$ cat src/rtl/frogger_pkg.sv
// Shared definitions for the frog game: direction codes used by the frog,
// VGA and input logic, plus the move-requester FSM state type.
package frogger_pkg;

   localparam logic [1:0] DIR_UP    = 2'd0;
   localparam logic [1:0] DIR_DOWN  = 2'd1;
   localparam logic [1:0] DIR_LEFT  = 2'd2;
   localparam logic [1:0] DIR_RIGHT = 2'd3;

   typedef enum logic [1:0] {
      ST_IDLE,
      ST_PEND,
      ST_HOLD,
      ST_COMBO
   } move_state_t;

   // Switch index i maps to direction code i, so the lowest set bit picks the move.
   function automatic logic [1:0] lowest_dir(input logic [3:0] mask);
      if (mask[0])      lowest_dir = DIR_UP;
      else if (mask[1]) lowest_dir = DIR_DOWN;
      else if (mask[2]) lowest_dir = DIR_LEFT;
      else              lowest_dir = DIR_RIGHT;
   endfunction

endpackage

$ cat src/rtl/switch_debouncer.sv
// Two-flop synchronizer followed by a stability counter for one raw switch pin.
// The debounced level only changes after DEBOUNCE_CYCLES consecutive differing samples.
module switch_debouncer #(
   parameter int DEBOUNCE_CYCLES = 250000
) (
   input  logic clk,
   input  logic reset,
   input  logic raw,
   output logic stable
);

   localparam int CW = (DEBOUNCE_CYCLES > 1) ? $clog2(DEBOUNCE_CYCLES) : 1;
   localparam logic [CW-1:0] CNT_LAST = CW'(DEBOUNCE_CYCLES - 1);

   logic          sync1;
   logic          sync2;
   logic [CW-1:0] cnt;

   // NOTE: sequential state uses non-blocking assignments so every flop samples
   // pre-edge values; blocking here would collapse the synchronizer into one stage.
   always_ff @(posedge clk or negedge reset) begin
      if (!reset) begin
         sync1  <= 1'b0;
         sync2  <= 1'b0;
         cnt    <= '0;
         stable <= 1'b0;
      end else begin
         sync1 <= raw;
         sync2 <= sync1;
         if (sync2 == stable) begin
            cnt <= '0;
         end else if (cnt == CNT_LAST) begin
            stable <= sync2;
            cnt    <= '0;
         end else begin
            cnt <= cnt + 1'b1;
         end
      end
   end

endmodule

$ cat src/rtl/switch_move_requester.sv
// Turns four raw player switches into one-move-per-press valid/ready requests and
// detects the all-four-held reset gesture. Define AUTO_REPEAT_EN for hold-to-repeat.
module switch_move_requester
   import frogger_pkg::*;
#(
   parameter int DEBOUNCE_CYCLES = 250000,
   parameter int REPEAT_CYCLES   = 5000000,
   parameter int COMBO_CYCLES    = 25000000
) (
   input  logic       clk,
   input  logic       reset,
   input  logic       switch1,
   input  logic       switch2,
   input  logic       switch3,
   input  logic       switch4,
   input  logic       move_ready,
   output logic       move_valid,
   output logic [1:0] move_dir,
   output logic       combo_reset,
   output logic [3:0] sw_stable
);

   localparam int CCW = (COMBO_CYCLES > 1) ? $clog2(COMBO_CYCLES) : 1;
   localparam logic [CCW-1:0] COMBO_LAST = CCW'(COMBO_CYCLES - 1);
   localparam logic [CCW-1:0] COMBO_PRE  = CCW'(COMBO_CYCLES - 2);

   logic [3:0]    raw_sw;
   logic [3:0]    stable_d;
   logic [3:0]    press;
   logic [3:0]    other_press;
   logic          all_held;
   logic          none_held;
   logic          combo_done;
   logic          rep_done;
   logic [CCW-1:0] combo_cnt;
   move_state_t   state;
   move_state_t   state_next;
   logic [1:0]    dir_next;

   assign raw_sw = {switch4, switch3, switch2, switch1};

   for (genvar i = 0; i < 4; i++) begin : g_db
      switch_debouncer #(
         .DEBOUNCE_CYCLES(DEBOUNCE_CYCLES)
      ) u_db (
         .clk   (clk),
         .reset (reset),
         .raw   (raw_sw[i]),
         .stable(sw_stable[i])
      );
   end

   assign press      = sw_stable & ~stable_d;
   assign all_held   = &sw_stable;
   assign none_held  = ~|sw_stable;
   assign combo_done = (combo_cnt == COMBO_LAST);
   assign move_valid = (state == ST_PEND);

`ifdef AUTO_REPEAT_EN
   localparam int RW = (REPEAT_CYCLES > 1) ? $clog2(REPEAT_CYCLES) : 1;
   localparam logic [RW-1:0] REP_LAST = RW'(REPEAT_CYCLES - 1);

   logic [RW-1:0] rep_cnt;

   // Cleared everywhere outside HOLD, so each accepted move restarts the hold timer.
   always_ff @(posedge clk or negedge reset) begin
      if (!reset) begin
         rep_cnt <= '0;
      end else if (state != ST_HOLD) begin
         rep_cnt <= '0;
      end else if (rep_cnt != REP_LAST) begin
         rep_cnt <= rep_cnt + 1'b1;
      end
   end

   assign rep_done = (rep_cnt == REP_LAST);
`else
   assign rep_done = 1'b0;
`endif

   always_ff @(posedge clk or negedge reset) begin
      if (!reset) begin
         state    <= ST_IDLE;
         move_dir <= DIR_UP;
         stable_d <= '0;
      end else begin
         state    <= state_next;
         move_dir <= dir_next;
         stable_d <= sw_stable;
      end
   end

   // NOTE: every output of this block gets a default before the case, so no
   // path leaves a signal unassigned and no latch is inferred.
   always_comb begin
      state_next  = state;
      dir_next    = move_dir;
      // move_dir doubles as the index of the switch being held.
      other_press = press & ~(4'b0001 << move_dir);
      if (state != ST_COMBO && all_held) begin
         state_next = ST_COMBO;
      end else begin
         case (state)
            ST_IDLE: begin
               if (|press) begin
                  dir_next   = lowest_dir(press);
                  state_next = ST_PEND;
               end
            end
            ST_PEND: begin
               if (move_ready) state_next = ST_HOLD;
            end
            ST_HOLD: begin
               if (!sw_stable[move_dir]) begin
                  state_next = ST_IDLE;
               end else if (|other_press) begin
                  dir_next   = lowest_dir(other_press);
                  state_next = ST_PEND;
               end else if (rep_done) begin
                  state_next = ST_PEND;
               end
            end
            ST_COMBO: begin
               if (!combo_done && !all_held) state_next = ST_IDLE;
               else if (combo_done && none_held) state_next = ST_IDLE;
            end
            default: state_next = ST_IDLE;
         endcase
      end
   end

   // The counter parks at its last value, which is what suppresses a second pulse.
   always_ff @(posedge clk or negedge reset) begin
      if (!reset) begin
         combo_cnt   <= '0;
         combo_reset <= 1'b0;
      end else begin
         combo_reset <= 1'b0;
         if (state != ST_COMBO) begin
            combo_cnt <= '0;
         end else if (all_held && !combo_done) begin
            combo_cnt   <= combo_cnt + 1'b1;
            combo_reset <= (combo_cnt == COMBO_PRE);
         end
      end
   end

endmodule

$ cat config.mk
export PLATFORM = sky130hd
export DESIGN_NAME = switch_move_requester
export DESIGN_NICKNAME = d
export VERILOG_FILES = /design/src/rtl/frogger_pkg.sv /design/src/rtl/switch_debouncer.sv /design/src/rtl/switch_move_requester.sv
export SDC_FILE = /design/constraint.sdc
export NUM_CORES = 1
export LEC_CHECK = 0
export BUFFER_PORTS_ARGS = -buffer_cell sky130_fd_sc_hd__buf_2
export CAP_MARGIN = 10
export CORE_UTILIZATION = 56
export CTS_CLUSTER_SIZE = 40
export DETAILED_ROUTE_END_ITERATION = 10
export PLACE_DENSITY = 0.75
export REMOVE_ABC_BUFFERS = 1
export SYNTH_ARGS = -nofsm -noshare
export SYNTH_HDL_FRONTEND = slang
export SYNTH_SLANG_ARGS = --single-unit
$ cat constraint.sdc
create_clock -name clk -period 1.8 [get_ports clk]
set_input_delay 0.27 -clock clk [delete_from_list [all_inputs] [get_ports clk]]
set_output_delay 0.27 -clock clk [all_outputs]
set_load 0.05 [all_outputs]
==> flow_metrics.py <==
metrics = {
    "outcome": {
        "outcome": "finished, final reports clean",
    },
    "drt": {
        "firstDrtPassIters": 5,
        "antenna_left": 0,
        "vias": 4573,
        "detail_route.wirelength_mm": 12.1,
        "wire_per_inst_um": 15.0,
        "dr.first_iter.drc_count": 209,
        "drc": 0,
        "vias_per_cell": 5.65,
    },
    "clocking": {
        "cts_tree": "built",
        "clk_latency_ns": 0.54,
        "clk_path_buf_depth": 2,
        "cts_root_buf": "clkbuf_8",
        "numCtsBuffers": 17,
        "htree_levels": 4,
        "clk_pin_slew_worst_paths_ns": 0.06,
        "cts.sinks": 118,
    },
    "placed_design": {
        "io_buffers": 14,
        "dp.cells": 766,
        "globalplace.congestion": 0.810,
        "hpwl_mm": 7.79,
    },
    "critical_path": {
        "worstPathRequired_ns": 2.25,
        "critPathCaptureType": "flop",
        "startpoint": "combo_cnt[5]",
        "r2r_slack_ns": 0.05,
        "critPathArrivalTime_ns": 2.21,
        "criticalPathCategory": "flop to flop",
        "path_max_fanout": 7,
        "crit_path_start_kind": "flop",
        "rr_startpoint": "combo_cnt[5]",
    },
    "grt": {
        "grt_pass1_vias": 4546,
        "grt_max_degree": 46,
        "grt_overflow": 0,
        "grtUsageTotal": 0.239,
        "grt_pass1_wl_mm": 20.4,
        "antenna_found_initial": 0,
    },
    "die": {
        "num_rows": 37,
        "dieHeight_um": 105,
        "die-width_um": 105,
        "pin_count": 15,
        "die_area_um2": 10900,
        "start_util": 0.573,
        "core_um2": 10300,
    },
    "sta": {
        "fin_crit_sh": 0.975,
        "finalClockSkew_ns": 0.00592,
        "hold_violations": 0,
        "drv_slew": 0,
        "grt_setup_unrepaired": "true",
        "fin_setup_tns_ns": 0,
        "fin_hold_ws_ns": 0.157,
        "setup_viol": 0,
        "layout_min_cycle_time_ns": 1.75,
        "tightest_slew_ns": 0.435,
        "relSlewSlack": 0.710,
        "fmax_mhz": 570,
    },
    "yosys": {
        "yosys.area.top_type": "dfrtp_1",
        "synthCells": 582,
        "synth_top_flop_cell": "dfrtp_1",
        "ys_ff_latch": 118,
        "synth_cell_type_count": 56,
        "yosysSeqAreaShare": 0.502,
        "synth-async-reset-ratio": 1.00,
        "yosysMostFrequentCell": "dfrtp_1",
        "yosys_warnings": 0,
        "synth.cell_area_um2": 5880,
        "synth-edff-count": 0,
        "synth.avg_cell_area_um2": 10.1,
        "synth_top_area_frac": 0.502,
        "synth_area_leaders": "dfrtp_1 (50%), nor2_1 (6.5%), xor2_1 (6.3%)",
        "yosys-top-cells-count": "dfrtp_1 (118), nor2_1 (102), xor2_1 (42), xnor2_1 (36), nand3_1 (34)",
    },
    "cells_and_area": {
        "antennaDiodeCount": 0,
        "fill_cells": 755,
        "nets": 675,
        "area_delta_synth_final_pct": 24.0,
        "fin_cells": 810,
        "drive_gt1_frac": 0.237,
    },
    "pwr": {
        "switching_share": 0.211,
        "p_int_mw": 4.92,
        "power_switching_mw": 1.32,
        "p_leak_nw": 3.16,
        "cellPowerDensity_nw_per_um2": 855,
        "power_frac_comb": 0.027,
        "p_clk_frac": 0.538,
        "p_seq_frac": 0.434,
        "peakVddDrop_uv": 865,
    },
    "worst_hold_path": {
        "holdCritStartpoint": "move_ready",
        "hp-class": "primary input to flop",
    },
    "run": {
        "maxCapViolCount": 0,
    },
}
-- layer usage --
metal | routed length (um) | global-route usage
met5 | 0 | 0
met4 | 191 | 0.0908
met3 | 410 | 0.0833
met2 | 6240 | 0.391
met1 | 5270 | 0.292
-- power groups by stage --
stage                     registers [mW]  clock network [mW]  logic, mW
final                               2.71                3.36      0.169
after global routing                2.71                3.54      0.198
after CTS                           2.71                3.41      0.166
after detailed placement            2.75                   0      0.154
after global placement              2.75                   0      0.150
after floorplan                     2.75                   0     0.0553
-- path summary, 6_finish.rpt --
path                                  endpoint  depth (start not counted)
setup / recovery                  combo_cnt[3]                          6
min in group asynchronous  g_db[1].u_db.cnt[7]                          2
max in group asynchronous             state[1]                          3
hold reg to reg             g_db[2].u_db.sync2                          0
setup reg to reg                  combo_cnt[3]                          6
hold / removal                        state[1]                          3
-- cells by family after synthesis --
| logic type | synth area share |
|---|---|
| muxes | 0.0153 |
| AOI/OAI and AO/OA | 0.0570 |
| buffers and inverters | 0.0323 |
| xor gates and xnor gates | 0.116 |
| adders and majority gates | 0.0128 |
| DFF | 0.502 |
| and+or+nand+nor | 0.265 |
-- metrics by stage --
step / instance area, um^2 / utilization / total power, mW / worst slack, ns
global placement: 6440 / 0.627 / 2.90 / 0.0608
floorplan: 5750 / - / 2.81 / -0.285
CTS: 7110 / 0.692 / 6.28 / 0.00346
finish: 7300 / 0.710 / 6.24 / 0.0451
detailed placement: 6440 / 0.627 / 2.91 / -0.0360
global route: 7300 / 0.710 / 6.45 / -0.0176
-- critical path: stages (launching register included) --
cell	delay [ns]
dfrtp_1	0.42
and4_1	0.24
nand4_4	0.14
nor3_2	0.06
buf_4	0.16
or4_1	0.47
a21oi_1	0.17
-- cell type report --
| class | count | area [um^2] | area share |
|---|---|---|---|
| flip-flops and latches | 118 | 2960 | 0.406 |
| clock inverters | 12 | 154 | 0.0211 |
| well taps | 136 | 170 | 0.0233 |
| repair buffers | 80 | 654 | 0.0897 |
| inverters | 16 | 60.1 | 0.00823 |
| multi-input cells | 429 | 2860 | 0.392 |
| clock buffers | 19 | 442 | 0.0605 |
-- state kept, by name, indices dropped and copies added, names as in the netlist --
register and count:
g_db.u_db.sync2 4, state 2, g_db.u_db.sync1 4, move_dir 2, combo_cnt 25, stable_d 4
g_db.u_db.stable 4, combo_reset 1, g_db.u_db.cnt 72
-- timing repair --
item / in CTS / in global routing
setup buffers: 0 / 7
gates cloned: 0 / 1
hold endpoints to repair: 33 / 0
hold buffers: 5 / 0
endpoints found under the setup margin: 10 / 91
gates resized for setup: 5 / 30
pin swaps: 0 / 9
-- cells in the final DEF (no fill, tap or decap), types with 5 or more instances in the layout --
cell           Yosys  layout
nor2b_1            7       7
and3_1             8       8
xnor2_1           36      36
nor3_1             9       7
and4_1            18      16
nand2_1           33      33
a21oi_1           14      12
xor2_1            42      42
mux2_2             6       6
nor4_1            10       6
nand2b_1           8       6
nor4_2             3       6
nand4_1           18      18
inv_1             16      16
dlygate4sd3_1      0       5
nand3b_1           5       5
dfrtp_2            0       5
or3_1              8       8
buf_2              5      12
buf_4              8      57
o21ai_0           12      12
nor2_1           102     100
nand3_1           34      33
clkbuf_16          0      17
dfrtp_1          118     113
(Power assumes the default switching activity.)
